`src/rtl/btb_predictor.sv`:
```
// btb_predictor: direct-mapped branch target buffer with 2-bit saturating
// direction counters. Fetch lookup is combinational. Execute-stage updates
// are applied at the rising edge.
// Optional feature macro: BTB_PERF_EN (lookup / hit / mispredict counters).
module btb_predictor #(
   parameter int unsigned ENTRIES  = 16,
   parameter int unsigned ADDR_W   = 32,
   parameter logic [1:0]  CNT_INIT = 2'b01
) (
   input  logic              i_clk,
   input  logic              i_rst_n,
   input  logic [ADDR_W-1:0] i_pcF,
   output logic              o_pred_taken,
   output logic [ADDR_W-1:0] o_pred_target,
   input  logic              i_upd_vld,
   input  logic [ADDR_W-1:0] i_upd_pc,
   input  logic              i_upd_is_jmp,
   input  logic              i_upd_taken,
   input  logic [ADDR_W-1:0] i_upd_target,
   input  logic              i_upd_mispred,
   input  logic              i_flush_all,
   output logic [31:0]       o_perf_lookups,
   output logic [31:0]       o_perf_hits,
   output logic [31:0]       o_perf_mispred
);

   localparam int unsigned IDX_W = $clog2(ENTRIES);
   localparam int unsigned TAG_W = ADDR_W - IDX_W - 2;

   logic              valid_q  [ENTRIES];
   logic              valid_d  [ENTRIES];
   logic [TAG_W-1:0]  tag_q    [ENTRIES];
   logic [TAG_W-1:0]  tag_d    [ENTRIES];
   logic [ADDR_W-1:0] target_q [ENTRIES];
   logic [ADDR_W-1:0] target_d [ENTRIES];
   logic              is_jmp_q [ENTRIES];
   logic              is_jmp_d [ENTRIES];
   logic [1:0]        cnt_q    [ENTRIES];
   logic [1:0]        cnt_d    [ENTRIES];

   logic [IDX_W-1:0]  fetch_idx;
   logic [TAG_W-1:0]  fetch_tag;
   logic              fetch_hit;
   logic [IDX_W-1:0]  upd_idx;
   logic [TAG_W-1:0]  upd_tag;
   logic              upd_hit;
   logic              unused_bits;

   // The two low PC bits are always zero for aligned instructions and are discarded.
   assign unused_bits = ^{i_pcF[1:0], i_upd_pc[1:0], i_upd_mispred};

   assign fetch_idx = i_pcF[IDX_W+1:2];
   assign fetch_tag = i_pcF[ADDR_W-1:IDX_W+2];
   assign upd_idx   = i_upd_pc[IDX_W+1:2];
   assign upd_tag   = i_upd_pc[ADDR_W-1:IDX_W+2];

   // Fetch lookup works on the registered table, so a same-cycle update is not yet visible.
   always_comb begin
      fetch_hit     = valid_q[fetch_idx] && (tag_q[fetch_idx] == fetch_tag);
      o_pred_taken  = fetch_hit && (is_jmp_q[fetch_idx] || cnt_q[fetch_idx][1]);
      o_pred_target = o_pred_taken ? target_q[fetch_idx] : '0;
      upd_hit       = valid_q[upd_idx] && (tag_q[upd_idx] == upd_tag);
   end

   // Next table state: a flush has priority over an update and drops it.
   always_comb begin
      valid_d  = valid_q;
      tag_d    = tag_q;
      target_d = target_q;
      is_jmp_d = is_jmp_q;
      cnt_d    = cnt_q;
      if (i_flush_all) begin
         for (int i = 0; i < ENTRIES; i++) begin
            valid_d[i] = 1'b0;
            cnt_d[i]   = CNT_INIT;
         end
      end else if (i_upd_vld) begin
         if (upd_hit) begin
            is_jmp_d[upd_idx] = i_upd_is_jmp;
            if (i_upd_is_jmp) begin
               cnt_d[upd_idx]    = 2'b11;
               target_d[upd_idx] = i_upd_target;
            end else if (i_upd_taken) begin
               if (cnt_q[upd_idx] != 2'b11) begin
                  cnt_d[upd_idx] = cnt_q[upd_idx] + 2'b01;
               end
               target_d[upd_idx] = i_upd_target;
            end else begin
               if (cnt_q[upd_idx] != 2'b00) begin
                  cnt_d[upd_idx] = cnt_q[upd_idx] - 2'b01;
               end
            end
         end else if (i_upd_taken) begin
            valid_d[upd_idx]  = 1'b1;
            tag_d[upd_idx]    = upd_tag;
            target_d[upd_idx] = i_upd_target;
            is_jmp_d[upd_idx] = i_upd_is_jmp;
            cnt_d[upd_idx]    = i_upd_is_jmp ? 2'b11 : 2'b10;
         end
      end
   end

   // Table registers, cleared asynchronously.
   always_ff @(posedge i_clk or negedge i_rst_n) begin
      if (!i_rst_n) begin
         for (int i = 0; i < ENTRIES; i++) begin
            valid_q[i]  <= 1'b0;
            tag_q[i]    <= '0;
            target_q[i] <= '0;
            is_jmp_q[i] <= 1'b0;
            cnt_q[i]    <= CNT_INIT;
         end
      end else begin
         valid_q  <= valid_d;
         tag_q    <= tag_d;
         target_q <= target_d;
         is_jmp_q <= is_jmp_d;
         cnt_q    <= cnt_d;
      end
   end

`ifdef BTB_PERF_EN
   logic [31:0] perf_lookups_q, perf_lookups_d;
   logic [31:0] perf_hits_q, perf_hits_d;
   logic [31:0] perf_mispred_q, perf_mispred_d;

   // Free-running event counters; they wrap naturally and ignore flushes.
   always_comb begin
      perf_lookups_d = perf_lookups_q + 32'd1;
      perf_hits_d    = perf_hits_q + {31'd0, fetch_hit};
      perf_mispred_d = perf_mispred_q + {31'd0, i_upd_vld & i_upd_mispred};
   end

   // Counter registers, cleared only by reset.
   always_ff @(posedge i_clk or negedge i_rst_n) begin
      if (!i_rst_n) begin
         perf_lookups_q <= '0;
         perf_hits_q    <= '0;
         perf_mispred_q <= '0;
      end else begin
         perf_lookups_q <= perf_lookups_d;
         perf_hits_q    <= perf_hits_d;
         perf_mispred_q <= perf_mispred_d;
      end
   end

   assign o_perf_lookups = perf_lookups_q;
   assign o_perf_hits    = perf_hits_q;
   assign o_perf_mispred = perf_mispred_q;
`else
   assign o_perf_lookups = '0;
   assign o_perf_hits    = '0;
   assign o_perf_mispred = '0;
`endif

endmodule

```
`config.mk`:
```
export PLATFORM = sky130hd
export DESIGN_NAME = btb_predictor
export DESIGN_NICKNAME = d
export VERILOG_FILES = /design/src/rtl/btb_predictor.sv
export SDC_FILE = /design/constraint.sdc
export NUM_CORES = 2
export LEC_CHECK = 0
export ABC_CLOCK_PERIOD_IN_PS = 8240
export CAP_MARGIN = 0
export CORE_ASPECT_RATIO = 0.6
export CORE_MARGIN = 2
export CORE_UTILIZATION = 62
export CTS_BUF_LIST = sky130_fd_sc_hd__clkbuf_4 sky130_fd_sc_hd__clkbuf_8
export DETAILED_ROUTE_END_ITERATION = 6
export PLACE_DENSITY = 0.78
export SLEW_MARGIN = 20
export SYNTH_ARGS = -nofsm -noshare
export SYNTH_HDL_FRONTEND = slang
export SYNTH_SLANG_ARGS = --single-unit
```
`constraint.sdc`:
```
create_clock -name i_clk -period 8.24 [get_ports i_clk]
set_clock_uncertainty 0.1 [all_clocks]
set_input_delay 1.236 -clock i_clk [delete_from_list [all_inputs] [get_ports i_clk]]
set_output_delay 1.236 -clock i_clk [all_outputs]
set_load 0.03 [all_outputs]
```
==> flow_metrics.tcl <==
set metrics [dict create \
    worst_pin_slew_ns 1.12 \
    drt_iter0_markers 3396 \
    post_synth_main_area_contributors "dfrtp_1 (48%), mux4_2 (16%), mux2_2 (14%), mux2_1 (7.7%), mux2i_1 (2.4%)" \
    grt.met1_usage 0.477 \
    r2r_cells 10 \
    grt.total_usage 0.330 \
    worstSetupPathType "in -> out" \
    yosysWarnings 0 \
    gr-usage-met2 0.484 \
    first_global_vias 33140 \
    antenna_found_initial 4 \
    hp-class "in -> async" \
    cts_resized 0 \
    cp_cell_sequence "buf_8, buf_4, buf_4, mux4_2, mux4_2, xnor2_1, nand4_1, nor2_1, nand4_1, buf_4, nor2b_1, clkdlybuf4s50_1" \
    drtAntennaViolNets 0 \
    cp_num_buf_inv 5 \
    critical_path.endpoint "o_pred_target[29]" \
    pin_count 232 \
    initial_core_util 0.626 \
    grt_max_degree 169 \
    slowest_delay_ns 0.72 \
    tritoncts "done" \
    yosysTopAreaCell "dfrtp_1" \
    fmax_ghz 0.140 \
    htreeDepth 4 \
    slowest_stage "clkdlybuf4s50_1" \
    clkTransAtPathRegs_ns 0.06 \
    hold_viol_final 0 \
    setup.worst_path.start "i_pcF[2]" \
    synth_top_area_share 0.479 \
    grt_pass1_wl_mm 209 \
    syn_inst 3430 \
    rsz0062_at_grt "no" \
    wl_per_cell_um 29.2 \
    critPathMostFrequentCell "buf_4" \
    synth-seq-cells 992 \
    ys_types 70 \
    slew_headroom 0.250 \
    seq_area_frac_synth 0.488 \
    die_w_um 374 \
    place_congestion 0.898 \
    met3_usage 0.0977 \
    area_growth_pct 9.70 \
    viasPerCell 6.77 \
    finalSetupViolations 0 \
    cts-buffers-inserted 148 \
    timing.max_cap.violations 0 \
    reg2reg_to "target_q[204]" \
    core_area_um2 81400 \
    power.total_mw 12.0 \
    clock-sinks 992 \
    die_h_um 226 \
    irDropWorstVdd_mv 0.160 \
    insertion_delay_ns 0.85 \
    async_flop_share 1.00 \
    routed_wl_mm 136 \
    cts_root_buf "clkbuf_8" \
    period_share 0.867 \
    power_density_nw_per_um2 215 \
    dp_hpwl_mm 83.0 \
    reg2reg_slack_ns 3.30 \
    drv_slew 0 \
    path_max_fanout 57 \
    drive_above_1_share 0.388 \
    worstPathRequired_ns 6.90 \
    rows 81 \
    vias 31647 \
    post-route-min-period_ns 7.14 \
    p_leak_nw 25.2 \
    endpoint_kind "output pin" \
    io_buffer_count 130 \
    synth_edf_count 0 \
    overflow 0 \
    drt_pass1_iterations 5 \
    status "complete, no violations" \
    nets 3589 \
    synthesis.area_um2 50900 \
    clk_path_buf_depth 3 \
    crit_arrival_ns 5.81 \
    crit_path_start_kind "input port" \
    final.setup.tns_ns 0 \
    gr-max-usage-layer "met2" \
    die_area_um2 84500 \
    synthFlopType "dfrtp_1" \
    hold_buffers 0 \
    syn_area_per_cell_um2 14.9 \
    drc_errors 0 \
    r2r-start "tag_q[361]" \
    crit_cells 12 \
    cts_setup_buffers 0 \
    crit_family "buffers and inverters" \
]
-- power by group --
| group | switching (mW) | internal [mW] |
|---|---|---|
| sequential | 0.403 | 5.49 |
| clock | 1.95 | 2.25 |
| combinational | 0.884 | 1.03 |
-- worst register-to-register path, delay by kind of cell, from the launching register on --
| family | cells | cell delay, ns |
|---|---|---|
| buf+inv | 1 | 0.48 |
| xor+xnor | 1 | 0.25 |
| mux | 3 | 1.03 |
| flops | 1 | 0.41 |
| simple gates | 2 | 1.06 |
| compound gates | 3 | 1.48 |
-- cell usage after synthesis, types with 19 or more instances --
cell type	count
a31oi_1	19
nand2_1	68
mux2_2	624
xnor2_1	39
o21ai_0	21
a22oi_1	19
mux2_1	349
buf_2	92
o211ai_1	26
nor3_1	27
mux2i_1	120
a21oi_1	19
nor2b_1	46
o32ai_1	30
buf_1	33
clkbuf_1	147
or3_1	19
dfrtp_1	976
nor2_1	56
buf_4	126
mux4_2	356
inv_1	40
-- per-stage QoR --
stage | std cells | area [µm²] | utilization | hold WS (ns) | worst slack [ns]
floorplan | 3525 | 51300 | - | 0.359 | 2.29
global placement | 4413 | 52800 | 0.649 | 0.368 | 1.16
detailed placement | 4413 | 52800 | 0.649 | 0.379 | 1.09
CTS | 4668 | 55900 | 0.686 | 0.311 | 1.10
global route | 4670 | 55900 | 0.687 | 0.384 | 0.811
finish | 4672 | 55900 | 0.687 | 0.326 | 1.10
-- routing by layer --
layer  up-vias  part of all wire
met3       287              0.10
met5         -          0.000081
met1     16888              0.42
li1      12865                 -
met2      1605              0.45
met4         2             0.026
-- registers in the layout (all words and copies together), names as in the netlist --
signal	flops
target_q	512
tag_q	416
cnt_q	32
is_jmp_q	16
valid_q	16
-- placed cells by master, fill, tap and decap left out, types with 16 or more instances in the layout --
master / instances
nor3_1: 27
a22oi_1: 19
nor2_1: 54
mux2_1: 349
a31oi_4: 16
o32ai_1: 30
buf_4: 78
dfstp_2: 16
nand2_1: 67
or3_1: 19
o211ai_1: 26
a21oi_1: 19
clkbuf_4: 55
o21ai_0: 21
dfrtp_1: 976
mux2i_1: 120
nor2b_1: 46
conb_1: 96
clkdlybuf4s50_1: 120
clkbuf_8: 180
inv_1: 40
nor3_4: 16
xor2_1: 17
mux4_2: 356
xnor2_1: 38
mux2_2: 624
-- final cells by class --
class	count	area (µm²)
antenna	4	10.0
clock buffer	235	2890
clock inverter	20	156
fill	5249	25500
inverter	42	158
multi-input combinational	2085	24400
sequential	992	24800
tap	1079	1350
timing repair buffer	215	2040
-- worst min-delay path by stage --
stage                       from            to  slack [ns]  depth (start not counted)
detailed placement  target_q[39]  target_q[39]        0.38                          1
floorplan           target_q[33]  target_q[33]        0.36                          1
finish                   i_rst_n     tag_q[90]        0.33                          1
CTS                      i_rst_n    tag_q[361]        0.31                          1
global route             i_rst_n     tag_q[90]        0.38                          1
global placement    target_q[51]  target_q[51]        0.37                          1
-- cell families after synthesis --
logic type               Yosys count  synth area share
other                              1         0.0000736
flip-flops                       992             0.488
multiplexers                    1449             0.396
AO/OA/AOI/OAI                    199            0.0289
XOR/XNOR                          56           0.00963
buffers and inverters            448            0.0457
AND/OR/NAND/NOR                  283            0.0313
adder cells (fa/ha/maj)            2          0.000491
(Power assumes the default switching activity.)
